==> src/rtl/mult32x32_fast_fsm.sv <==
// mult32x32_fast_fsm
// Control sequencer for the 32x32 fast multiplier. Walks the 8-bit x 16-bit
// partial products of a*b in (b word outer, a byte inner) order and drives
// the arithmetic unit that accumulates them into its product register.
// Partial products that are known to be zero are skipped when ENABLE_SKIP=1:
// a[31:24]==0 drops every step with a byte index 3, b[31:16]==0 drops the
// whole upper b word.
//
// Ports
//   clk         rising-edge clock
//   reset       asynchronous, active-low reset
//   start       begin a multiplication; only looked at while idle
//   a_msb_is_0  a[31:24]==0, sampled on the start edge only
//   b_msw_is_0  b[31:16]==0, sampled on the start edge only
//   a_sel       byte of a used by the current step
//   b_sel       16-bit word of b used by the current step
//   shift_sel   byte shift of the current partial product (a_sel + 2*b_sel)
//   upd_prod    accumulate the shifted partial product this cycle
//   clr_prod    clear the product register (combinational on start)
//   busy        a partial-product step is running
//   done        single-cycle pulse; product register holds a*b
//   dbg_state   current FSM state encoding (IDLE=0, DONE=1, STEP=2)
//
// Handshake: start is a level request. It is honoured in any cycle where
// busy=0 (including the done cycle) and ignored while busy=1; nothing is
// queued. Operands must stay stable from the start cycle through done.
module mult32x32_fast_fsm #(
  parameter bit ENABLE_SKIP = 1'b1
) (
  input  logic       clk,
  input  logic       reset,
  input  logic       start,
  input  logic       a_msb_is_0,
  input  logic       b_msw_is_0,
  output logic [1:0] a_sel,
  output logic       b_sel,
  output logic [2:0] shift_sel,
  output logic       upd_prod,
  output logic       clr_prod,
  output logic       busy,
  output logic       done,
  output logic [1:0] dbg_state
);

  // DONE is the first idle cycle after the last step; it behaves exactly
  // like IDLE for start, but raises done.
  typedef enum logic [1:0] {
    S_IDLE = 2'd0,
    S_DONE = 2'd1,
    S_STEP = 2'd2
  } state_t;

  state_t     state_q, state_d;
  logic [1:0] i_q, i_d;
  logic       j_q, j_d;
  logic       skip_a3_q, skip_a3_d;
  logic       skip_b1_q, skip_b1_d;
  logic       last_i, last_j;

  always_ff @(posedge clk or negedge reset) begin
    if (!reset) begin
      state_q   <= S_IDLE;
      i_q       <= 2'd0;
      j_q       <= 1'b0;
      skip_a3_q <= 1'b0;
      skip_b1_q <= 1'b0;
    end else begin
      state_q   <= state_d;
      i_q       <= i_d;
      j_q       <= j_d;
      skip_a3_q <= skip_a3_d;
      skip_b1_q <= skip_b1_d;
    end
  end

  // Byte index 2 is the last one when the top byte of a is zero; word 0 is
  // the last one when the upper word of b is zero.
  assign last_i = (i_q == 2'd3) || (skip_a3_q && (i_q == 2'd2));
  assign last_j = j_q || skip_b1_q;

  always_comb begin
    state_d   = state_q;
    i_d       = i_q;
    j_d       = j_q;
    skip_a3_d = skip_a3_q;
    skip_b1_d = skip_b1_q;
    clr_prod  = 1'b0;
    case (state_q)
      S_IDLE, S_DONE: begin
        if (start) begin
          clr_prod  = 1'b1;
          skip_a3_d = ENABLE_SKIP & a_msb_is_0;
          skip_b1_d = ENABLE_SKIP & b_msw_is_0;
          i_d       = 2'd0;
          j_d       = 1'b0;
          state_d   = S_STEP;
        end else begin
          state_d = S_IDLE;
        end
      end
      S_STEP: begin
        if (last_i) begin
          i_d = 2'd0;
          if (last_j) begin
            // Indices return to 0 so the selects read 0 while idle.
            j_d     = 1'b0;
            state_d = S_DONE;
          end else begin
            j_d = 1'b1;
          end
        end else begin
          i_d = i_q + 2'd1;
        end
      end
      default: begin
        state_d = S_IDLE;
        i_d     = 2'd0;
        j_d     = 1'b0;
      end
    endcase
  end

  // Moore outputs straight from the state and index registers.
  assign busy      = (state_q == S_STEP);
  assign upd_prod  = busy;
  assign done      = (state_q == S_DONE);
  assign a_sel     = i_q;
  assign b_sel     = j_q;
  assign shift_sel = {1'b0, i_q} + {1'b0, j_q, 1'b0};
  assign dbg_state = state_q;

endmodule

==> config.mk <==
export PLATFORM = sky130hd
export DESIGN_NAME = mult32x32_fast_fsm
export DESIGN_NICKNAME = d
export VERILOG_FILES = /design/src/rtl/mult32x32_fast_fsm.sv
export SDC_FILE = /design/constraint.sdc
export NUM_CORES = 1
export LEC_CHECK = 0
export BUFFER_PORTS_ARGS = -buffer_cell sky130_fd_sc_hd__clkbuf_2
export CORE_AREA = 2 2 39 41
export CTS_BUF_LIST = sky130_fd_sc_hd__clkbuf_4 sky130_fd_sc_hd__clkbuf_8 sky130_fd_sc_hd__clkbuf_16
export DETAILED_ROUTE_END_ITERATION = 12
export DIE_AREA = 0 0 41 43
export GPL_TIMING_DRIVEN = 0
export SLEW_MARGIN = 10
export SYNTH_ARGS = -nofsm -noshare
export SYNTH_HDL_FRONTEND = slang
export SYNTH_SLANG_ARGS = --single-unit
==> constraint.sdc <==
create_clock -name clk -period 1.1 [get_ports clk]
set_input_delay 0.11 -clock clk [delete_from_list [all_inputs] [get_ports clk]]
set_output_delay 0.11 -clock clk [all_outputs]
set_load 0.01 [all_outputs]
# [Word level (Yosys, flattened, before mapping)]
# Cells that the tools add are included.
[totals] register_bits=7
[op_classes] n_addsub=2 n_eq_ne=7 muxes=13 reduce_logical=8
[op_table] operator="$mux W2" n=5
[op_table] operator="$pmux W2 S2" n=2
[op_table] operator="$eq A2 B2 Y1 const B" n=3
[op_table] operator="$reduce_and A2 Y1" n=3
[op_table] operator="$mux W1" n=5
[op_table] operator="$ne A2 B1 Y1 const B" n=2
[op_table] operator="$add A2 B2 Y3" n=1
[op_table] operator="$add A2 B1 Y2 const B" n=1
[op_table] operator="$eq A2 B1 Y1 const B" n=1
[op_table] operator="$logic_not A2 Y1" n=1
[op_table] operator="$logic_or A1 B1 Y1" n=2
[op_table] operator="$ne A2 B2 Y1 const B" n=1
[op_table] operator="$pmux W1 S2" n=1
[op_table] operator="$reduce_or A2 Y1" n=1
[op_table] operator="$logic_and A1 B1 Y1" n=1

# [Longest topological paths before layout]
# Gate-level depths: netlist of run 1.
[depth] word_depth=5 depth_mapped=5

# [Least setup slack after synthesis of run 1]
# OpenSTA, ideal clock, no wires.
[synth_path] kind="register -> register" start="register i_q[0], in the netlist a_sel[0]" end="register j_q, in the netlist b_sel" arrival_ns=1.136 required_time_ns=1.020 slack_ns=-0.116 stages_incl_launch_ff=6 path_buffers=0 synth_period_minus_slack_ns=1.216 cell_sequence="dfrtp_1 inv_1 ha_1 a21oi_1 nand3_1 o211ai_2"
[synth_between] elab_chain_len=5 elab_cells_between_ends=6 classes_between="eq/ne: 3; reduce/logical: 3"
[synth_lines] element="start, declared" line="54" source="logic [1:0] i_q, i_d;"
[synth_lines] element="start signal, assigned" line="69" source="i_q <= i_d;"
[synth_lines] element="$eq A2 B2 Y1" line="78" source="assign last_i = (i_q == 2'd3) || (skip_a3_q && (i_q == 2'd2));"
[synth_lines] element="$logic_and A1 B1 Y1" line="78"
[synth_lines] element="$logic_or A1 B1 Y1 *" line="78"
[synth_lines] element="$ne A2 B1 Y1 (no source line) *"
[synth_lines] element="$reduce_and A2 Y1 (no source line) *"
[synth_lines] element="end signal, assigned" line="70" source="j_q <= j_d;"
[synth_lines] element="end, declared" line="55" source="logic j_q, j_d;"
# Mark *: on every way between the ends. The rest lies on a longest branch, timed or not.
# A chain may end at the register's enable or synchronous reset.

# [Final worst setup path of run 1]
[layout_path] start="register i_q[1], in the netlist a_sel[1]" end="output port shift_sel[1]"
[layout_between] elab_chain_len=1
[layout_lines] element="$add A2 B2 Y3" line="129" source="assign shift_sel = {1'b0, i_q} + {1'b0, j_q, 1'b0};"
[layout_lines] element="end, declared" line="37" source="output logic [2:0] shift_sel,"
# No other way between the ends.

==> impl_metrics.csv, run 1 <==
group,metric,value,unit
die,core,1380,sq um
yosys,syn_nets,42,
yosys,synth_top_area_share,0.459,
die,top_level_ports,17,
finish,fin_area,621,sq um
placed_design,place_area,489,sq um
min_path,min_from,"a_msb_is_0",
global_routing,grt_max_degree,8,
clocking,cts_buffer_depth,2,
yosys,ys_ff_latch,7,
min_path,min_path_cells,2,
finish,area_delta_synth_final,62.6,%
clocking,cts_sinks,7,
die,die_area,1760,sq um
detailed_routing,ant_nets,0,
yosys,syn_area_per_cell,11.2,sq um
timing,layout_setup_ws,-0.0994,ns
outcome,violations,"negative setup slack",
timing,post-route-period-util,1.09,
yosys,synth.area.top_cells,"dfrtp_1 46%, ha_1 9.8%, mux2_4 7.9%",
worst_setup_path,crit_family,"flip-flops",
timing,fin_worst_skew,0.00107,ns
timing,relSlewSlack,0.864,
yosys,ys_types,19,
clocking,numCtsBuffers,3,
detailed_routing,num_vias,348,
worst_setup_path,slowest_delay,0.43,ns
die,initial_core_util,0.276,
worst_setup_path,startpoint_type,"register",
clocking,clkTransAtPathRegs,0.05,ns
timing,final_max_slew_viol_count,0,
die,rows,14,
yosys,synthesis.instances,34,
min_path,hold-path-endpoint,"skip_a3_q$_DFFE_PN0P_",
power_and_ir_drop,p_leak,0.327,nW
global_routing,grt.overflow.total,0,
timing,hold_violations,0,
finish,layout.nets,70,
finish,antenna_cells,0,
timing,period_minus_slack,1.20,ns
power_and_ir_drop,peakVddDrop,0.000852,V
yosys,synth.largest_area_cell,"dfrtp_1",
clocking,insertion_delay,0.25,ns
global_routing,grt_first_pass_wirelength,1.33,mm
die,die_w,41,microns
detailed_routing,drt-wirelength-per-cell,10.8,microns
finish,final_util,0.448,
detailed_routing,drt_wl_total,833,microns
finish,multi_input_area,201,sq um
worst_setup_path,cp-end-kind,"primary output",
finish,fill_cells,130,
global_routing,grt_pass1_vias,340,
timing,fin_setup_tns,-0.332,ns
clocking,cts.root.buffer_cell,"clkbuf_4",
outcome,outcome,"finished with violations",
worst_setup_path,cp_num_buf_inv,1,
worst_setup_path,cp.arrival,1.09,ns
worst_setup_path,cp_max_fo,5,
timing,rsz0062_at_grt,"true",
detailed_routing,drc,0,
timing,fmax,834,MHz
timing,setup_viol,8,
detailed_routing,drt_iter0_drc,3,
finish,seq_area,178,sq um
worst_setup_path,reg2reg_from,"a_sel[1]$_DFFE_PN0P_",
die,die_y,43,microns
worst_setup_path,critPathSlowestCell,"dfrtp_1",
timing,tightest_slew,0.202,ns
timing,holdWs,0.0914,ns
worst_setup_path,startpoint,"a_sel[1]$_DFFE_PN0P_",
placed_design,port-buffer-count,16,
detailed_routing,first_pass_iters,4,
min_path,hp-class,"in -> reg",
finish,mostFrequentLayoutCell,"clkbuf_2",
finish,most-common-layout-cells,"12 x clkbuf_2, 7 x buf_4, 5 x buf_6, 5 x dfrtp_1",
worst_setup_path,r2r-end,"a_sel[1]$_DFFE_PN0P_",
worst_setup_path,required,0.99,ns
placed_design,post-place-ws,-0.0329,ns
placed_design,gp_congestion,0.680,
yosys,yosysSeqAreaShare,0.459,
clocking,cts_max_level,1,
finish,drive_gt1_frac,0.639,
run,maxCapViolCount,0,
worst_setup_path,rr_worst_depth,3,
global_routing,antenna_found_initial,0,
detailed_routing,vias_per_cell,4.52,
worst_setup_path,worst-setup-path-type,"reg -> out",
worst_setup_path,r2r_slack,-0.06,ns
clocking,cts_tree,"built",
global_routing,grt_util_all_layers,0.120,
yosys,syn_area,382,sq um
power_and_ir_drop,power-per-cell-area,3000,nW/um^2
worst_setup_path,crit_chain,"ha_1 -> clkbuf_2",
yosys,yosysWarnings,0,
[area by class of cell]
| class | count | area share |
|---|---|---|
| multi-input combinational | 23 | 0.325 |
| sequential | 7 | 0.286 |
| inverter | 2 | 0.0202 |
| tap | 16 | 0.0323 |
| buffer | 2 | 0.0302 |
| clock buffer | 4 | 0.0484 |
| timing repair buffer | 23 | 0.258 |
[routing by layer]
layer  vias to the layer above  part of all wire  global-route usage  routed length [microns]
li1                        172                 -                   -                        -
met2                        15              0.49               0.188                      409
met1                       156              0.41               0.115                      339
met3                         5             0.053              0.0314                       44
met4                         0             0.048               0.120                       40
met5                         -                 0                   0                        0
[metrics by stage]
stage	power [mW]	cells
after floorplan	1.03	34
after global placement	1.27	66
after detailed placement	1.28	66
after CTS	1.72	75
after global routing	2.02	77
final	1.86	77
[state kept, by name (all words and copies together) (netlist names)]
signal / count
a_sel: 2
skip_b1_q: 1
dbg_state: 2
skip_a3_q: 1
b_sel: 1
[cell families after synthesis]
group           share of synthesized area
buf+inv                            0.0623
flops                               0.459
simple gates                        0.184
fa+ha+maj                          0.0984
compound gates                      0.118
mux                                0.0787
[cell usage after synthesis]
cell type  instances
o31ai_1            2
o21ai_0            1
nand2_1            4
clkinv_2           1
nor3_1             1
and2b_2            1
mux2_4             2
nor2_1             2
dfrtp_1            7
nand3_1            1
nor2b_4            1
a21o_1             1
nand2b_2           1
buf_4              2
inv_1              1
nand2b_1           1
o211ai_2           1
ha_1               3
a21oi_1            1
[worst max path at each step]
stage	endpoint	slack, ns	cells after the start
after floorplan	b_sel$_DFFE_PN0P_	0.01	5
after global placement	a_sel[1]$_DFFE_PN0P_	-0.03	3
after detailed placement	a_sel[1]$_DFFE_PN0P_	-0.03	3
after CTS	shift_sel[1]	-0.11	2
after global routing	shift_sel[1]	-0.15	2
final	shift_sel[1]	-0.1	2
[report_power, final]
part | internal, mW | switching [mW] | leakage, nW | total, mW
Sequential | 0.378 | 0.125 | 0.0848 | 0.503
Combinational | 0.633 | 0.477 | 0.224 | 1.11
Clock | 0.163 | 0.0884 | 0.0184 | 0.251
Total | 1.17 | 0.691 | 0.327 | 1.86
[what timing repair did]
action,in CTS,in global routing
hold endpoints to repair,7,0
pin swaps,1,0
buffers inserted,4,2
hold buffers,1,0
resized for setup,5,9
setup endpoints to repair,10,10
(Power assumes the default switching activity.)
==> run 2, diff against run 1 <==
==> constraint.sdc (replaced) <==
create_clock -name clk -period 1.2 [get_ports clk]
set_input_delay 0.24 -clock clk [delete_from_list [all_inputs] [get_ports clk]]
set_output_delay 0.24 -clock clk [all_outputs]
set_load 0.01 [all_outputs]
==> run 2 against run 1 <==
  * The flow still finishes with violations (negative setup slack)
  * Count of clock-buffer cells in the layout is the same
  * Worst setup slack gained 0.020 ns
  * First-iteration DRC count grew 100%
  * Via count grew 4.0%
  * Global-route usage grew 0.62 points
  * Die area is the same
  * Utilization grew 5.5 points
  * Clock skew grew 0.00077 ns
  * Clock power shrank 8.8%
  * Wire length grew 10%
  * Flip-flop and latch count is the same
  * Critical endpoint is now done
  * Largest cell class unchanged
==> impl_metrics.csv, run 2 (synthesized netlist as in run 1, its figures left out) <==
group,metric,value,unit
outcome,outcome,"finished with violations",
outcome,violations,"negative setup slack",
placed_design,dp.cells,66,
timing,fin_worst_skew,0.00184,ns
worst_setup_path,cp_num_buf_inv,2,
worst_setup_path,critPathSlowestCell,"dfrtp_1",
global_routing,grt_first_pass_wirelength,1.43,mm
finish,mostFrequentLayoutCell,"buf_6",
worst_setup_path,slowest_delay,0.38,ns
finish,area_delta_synth_final,82.6,%
finish,fin_area,697,sq um
placed_design,port-buffer-count,16,
power_and_ir_drop,p_leak,0.349,nW
timing,setup_viol,7,
global_routing,grt_pass1_vias,352,
power_and_ir_drop,p_total,1.89,mW
clocking,cts.root.buffer_cell,"clkbuf_4",
finish,antenna_cells,0,
clocking,cts_buffer_depth,2,
timing,fmax,781,MHz
die,die_y,43,microns
die,top_level_ports,17,
detailed_routing,vias_per_cell,4.58,
worst_setup_path,cp.arrival,1.04,ns
timing,final_max_slew_viol_count,0,
die,initial_core_util,0.276,
worst_setup_path,crit_family,"flip-flops",
detailed_routing,drt_iter0_drc,6,
clocking,cts_max_level,1,
placed_design,dpl.hpwl,636,microns
finish,drive_gt1_frac,0.698,
clocking,cts_sinks,7,
timing,hold_violations,0,
min_path,hp-class,"in -> reg",
finish,layout.nets,72,
finish,most-common-layout-cells,"12 x buf_6, 8 x clkbuf_2, 5 x dfrtp_1, 5 x buf_4",
timing,post-route-period-util,1.07,
placed_design,gp_congestion,0.698,
power_and_ir_drop,power-per-cell-area,2710,nW/um^2
detailed_routing,drc,0,
worst_setup_path,critPathMostFrequentCell,"buf_6",
detailed_routing,drt_wl_total,920,microns
timing,tightest_slew,0.239,ns
die,core,1380,sq um
detailed_routing,first_pass_iters,4,
worst_setup_path,cp_max_fo,2,
global_routing,antenna_found_initial,0,
timing,relSlewSlack,0.840,
worst_setup_path,cp-end-kind,"primary output",
finish,final_cells,79,
run,maxCapViolCount,0,
detailed_routing,drt-wirelength-per-cell,11.6,microns
die,die_w,41,microns
clocking,numCtsBuffers,3,
worst_setup_path,crit_chain,"buf_6 -> and2b_2 -> buf_6",
worst_setup_path,startpoint_type,"register",
timing,layout_setup_ws,-0.0796,ns
finish,fill_cells,127,
clocking,clkTransAtPathRegs,0.05,ns
clocking,cts_tree,"built",
worst_setup_path,required,0.96,ns
timing,period_minus_slack,1.28,ns
placed_design,place_area,485,sq um
die,die_area,1760,sq um
detailed_routing,num_vias,362,
global_routing,grt.overflow.total,0,
worst_setup_path,worst-setup-path-type,"reg -> out",
global_routing,grt_util_all_layers,0.126,
timing,holdWs,0.226,ns
die,rows,14,
power_and_ir_drop,peakVddDrop,0.000808,V
timing,rsz0062_at_grt,"true",
detailed_routing,ant_nets,0,
clocking,insertion_delay,0.24,ns
global_routing,grt_max_degree,8,
-- run 2: cell count changes in the layout (fill, tap and decap cells not counted), moves of 2 or more --
cell      previous run  this run
ha_4                 0         2
buf_4                7         5
buf_6                5        12
clkbuf_2            12         8
-- run 2: area by class of cell --
| cell class | instances | area (sq um) | share of cell area |
|---|---|---|---|
| multi-input combinational | 23 | 229 | 0.329 |
| clock buffer | 4 | 30.0 | 0.0431 |
| sequential | 7 | 178 | 0.255 |
| buffer | 1 | 11.3 | 0.0162 |
| timing repair buffer | 26 | 216 | 0.311 |
| tap | 16 | 20.0 | 0.0287 |
| inverter | 2 | 12.5 | 0.0180 |
-- run 2: per-stage QoR --
stage	utilization	worst slack, ns	setup TNS [ns]
2_1_floorplan	-	0.0488	0
3_3_place_gp	0.351	0.0104	0
3_5_place_dp	0.351	-0.0231	-0.0343
4_1_cts	0.448	-0.0888	-0.367
5_1_grt	0.504	-0.123	-0.791
6_report	0.504	-0.0796	-0.340
-- run 2: worst paths after layout --
path | slack [ns] | cells after the start | start | to
setup / recovery | -0.08 | 3 | dbg_state[0]$_DFFE_PN0P_ | done
hold / removal | 0.23 | 2 | b_msw_is_0 | skip_b1_q$_DFFE_PN0P_
setup reg to reg | -0.03 | 4 | dbg_state[1]$_DFFE_PN0P_ | skip_a3_q$_DFFE_PN0P_
hold reg to reg | 0.55 | 1 | skip_b1_q$_DFFE_PN0P_ | skip_b1_q$_DFFE_PN0P_
max in group asynchronous | 0.65 | 2 | reset | dbg_state[1]$_DFFE_PN0P_
min in group asynchronous | 0.37 | 2 | reset | a_sel[0]$_DFFE_PN0P_
-- run 2: metal layers --
metal | vias to the layer above | wire [microns] | global-route usage
met4 | 0 | 19 | 0.120
met3 | 2 | 38 | 0.0314
li1 | 174 | - | -
met5 | - | 0 | 0
met1 | 174 | 385 | 0.148
met2 | 12 | 476 | 0.175
-- run 2: timing repair --
item,CTS,global route
setup endpoints to repair,8,15
pin swaps,3,4
hold buffers,1,0
cloned,0,0
gates resized for setup,10,22
buffers inserted,9,0
hold endpoints to repair,7,0
-- run 2: report_power, final --
part | switching, mW | total (mW) | internal (mW)
clock | 0.0802 | 0.229 | 0.149
sequential | 0.124 | 0.470 | 0.346
combinational | 0.501 | 1.19 | 0.686
total | 0.705 | 1.89 | 1.18
-- run 2: worst register-to-register path: stages (launching register included) --
cell and delay [ns]:
dfrtp_2 0.43, buf_6 0.13, nor2b_4 0.11, buf_4 0.14, mux2_4 0.30
==> run 3, diff against run 2 <==
Settings changed: SLEW_MARGIN 10 to 20.
Clock period 1.2 ns to 1.1 ns, I/O delays scaled along.
==> run 3 against run 2 <==
  * The flow still finishes with violations (negative setup slack)
  * Sequential power rose by 12%
  * Clock skew grew 0.00070 ns
  * Combinational power is 17% higher
  * Critical path type unchanged
  * Critical endpoint is now shift_sel[1]
==> impl_metrics.csv, run 3 (synthesized netlist as in run 1, its figures left out) <==
group,metric,value,unit
worst_setup_path,cp_num_buf_inv,1,
clocking,insertion_delay,0.25,ns
die,rows,14,
placed_design,post-place-ws,-0.0329,ns
worst_setup_path,cp.arrival,1.06,ns
finish,mostFrequentLayoutCell,"buf_6",
run,maxCapViolCount,0,
global_routing,antenna_found_initial,0,
clocking,cts_max_level,1,
power_and_ir_drop,peakVddDrop,0.000877,V
global_routing,grt_util_all_layers,0.142,
timing,fin_worst_skew,0.00254,ns
min_path,hp-class,"in -> reg",
die,initial_core_util,0.276,
outcome,violations,"negative setup slack",
worst_setup_path,cp-end-kind,"primary output",
timing,setup_viol,16,
clocking,cts_tree,"built",
timing,hold_violations,0,
worst_setup_path,worst-setup-path-type,"reg -> out",
worst_setup_path,startpoint_type,"register",
timing,final_max_slew_viol_count,0,
power_and_ir_drop,power-per-cell-area,3030,nW/um^2
detailed_routing,num_vias,356,
timing,layout_setup_ws,-0.178,ns
worst_setup_path,crit_family,"flip-flops",
timing,fin_setup_tns,-1.07,ns
worst_setup_path,slowest_delay,0.39,ns
die,top_level_ports,17,
placed_design,gp_congestion,0.680,
placed_design,port-buffer-count,16,
detailed_routing,drt_wl_total,1.02,mm
timing,tightest_slew,0.231,ns
global_routing,grt.overflow.total,0,
global_routing,grt_pass1_vias,384,
timing,period_minus_slack,1.28,ns
detailed_routing,first_pass_iters,1,
die,core,1380,sq um
clocking,clkTransAtPathRegs,0.05,ns
detailed_routing,vias_per_cell,4.51,
detailed_routing,drt-wirelength-per-cell,12.8,microns
worst_setup_path,required,0.88,ns
worst_setup_path,crit_chain,"ha_2 -> buf_6",
power_and_ir_drop,p_leak,0.349,nW
die,die_y,43,microns
finish,most-common-layout-cells,"12 x buf_6, 8 x clkbuf_2, 5 x dfrtp_1, 5 x buf_4",
power_and_ir_drop,p_total,2.17,mW
finish,antenna_cells,0,
outcome,outcome,"finished with violations",
detailed_routing,drt_iter0_drc,0,
finish,drive_gt1_frac,0.762,
clocking,cts_sinks,7,
clocking,cts.root.buffer_cell,"clkbuf_4",
timing,post-route-period-util,1.16,
die,die_area,1760,sq um
die,die_w,41,microns
placed_design,place_area,489,sq um
worst_setup_path,critPathSlowestCell,"dfrtp_1",
detailed_routing,ant_nets,0,
clocking,numCtsBuffers,3,
timing,rsz0062_at_grt,"true",
timing,relSlewSlack,0.845,
global_routing,grt_first_pass_wirelength,1.55,mm
global_routing,grt_max_degree,8,
clocking,cts_buffer_depth,2,
finish,layout.nets,72,
worst_setup_path,cp_max_fo,2,
detailed_routing,drc,0,
finish,area_delta_synth_final,87.2,%
finish,fin_area,714,sq um
timing,fmax,782,MHz
run 3: cell counts in the layout (fill, tap and decap cells not counted):
No cell type changed its count.
run 3: where the power goes:
group	internal, mW	total, mW	switching [mW]
Sequential	0.378	0.525	0.147
Clock	0.163	0.252	0.0897
Combinational	0.808	1.39	0.581
run 3: worst paths after layout:
check / from / to / slack [ns] / cells past startpoint
hold / removal: a_msb_is_0 / skip_a3_q$_DFFE_PN0P_ / 0.20 / 2
hold reg to reg: skip_b1_q$_DFFE_PN0P_ / skip_b1_q$_DFFE_PN0P_ / 0.54 / 1
max in group asynchronous: reset / dbg_state[1]$_DFFE_PN0P_ / 0.56 / 2
min in group asynchronous: reset / a_sel[1]$_DFFE_PN0P_ / 0.35 / 2
setup / recovery: a_sel[1]$_DFFE_PN0P_ / shift_sel[1] / -0.18 / 2
setup reg to reg: a_sel[1]$_DFFE_PN0P_ / a_sel[1]$_DFFE_PN0P_ / -0.05 / 4
run 3: stage by stage:
step / instances / hold slack, ns / util
2_1_floorplan: 34 / -0.0756 / -
3_3_place_gp: 66 / 0.0678 / 0.354
3_5_place_dp: 66 / 0.0658 / 0.354
4_1_cts: 78 / 0.196 / 0.472
5_1_grt: 79 / 0.196 / 0.516
6_report: 79 / 0.205 / 0.516
run 3: repair_timing:
action                                  4_1_cts  5_1_grt
hold endpoints to repair                      7        0
hold buffers                                  1        0
endpoints found under the setup margin       11       18
gates resized for setup                      15       17
pin swaps                                     1        1
setup buffers                                 7        2
gates cloned                                  0        0
run 3: cell type report:
class	count	area (sq um)
Fill cell	118	669
Multi-Input combinational cell	23	246
Timing Repair Buffer	25	205
Sequential cell	7	178
Clock buffer	4	30.0
Buffer	2	22.5
Tap cell	16	20.0
Inverter	2	12.5
run 3: per-layer routing:
| metal | track usage | up-vias | wire (microns) |
|---|---|---|---|
| met5 | 0 | - | 0 |
| met4 | 0.140 | 0 | 19 |
| met3 | 0.0314 | 2 | 50 |
| met2 | 0.219 | 10 | 554 |
| met1 | 0.141 | 170 | 390 |
| li1 | - | 174 | - |
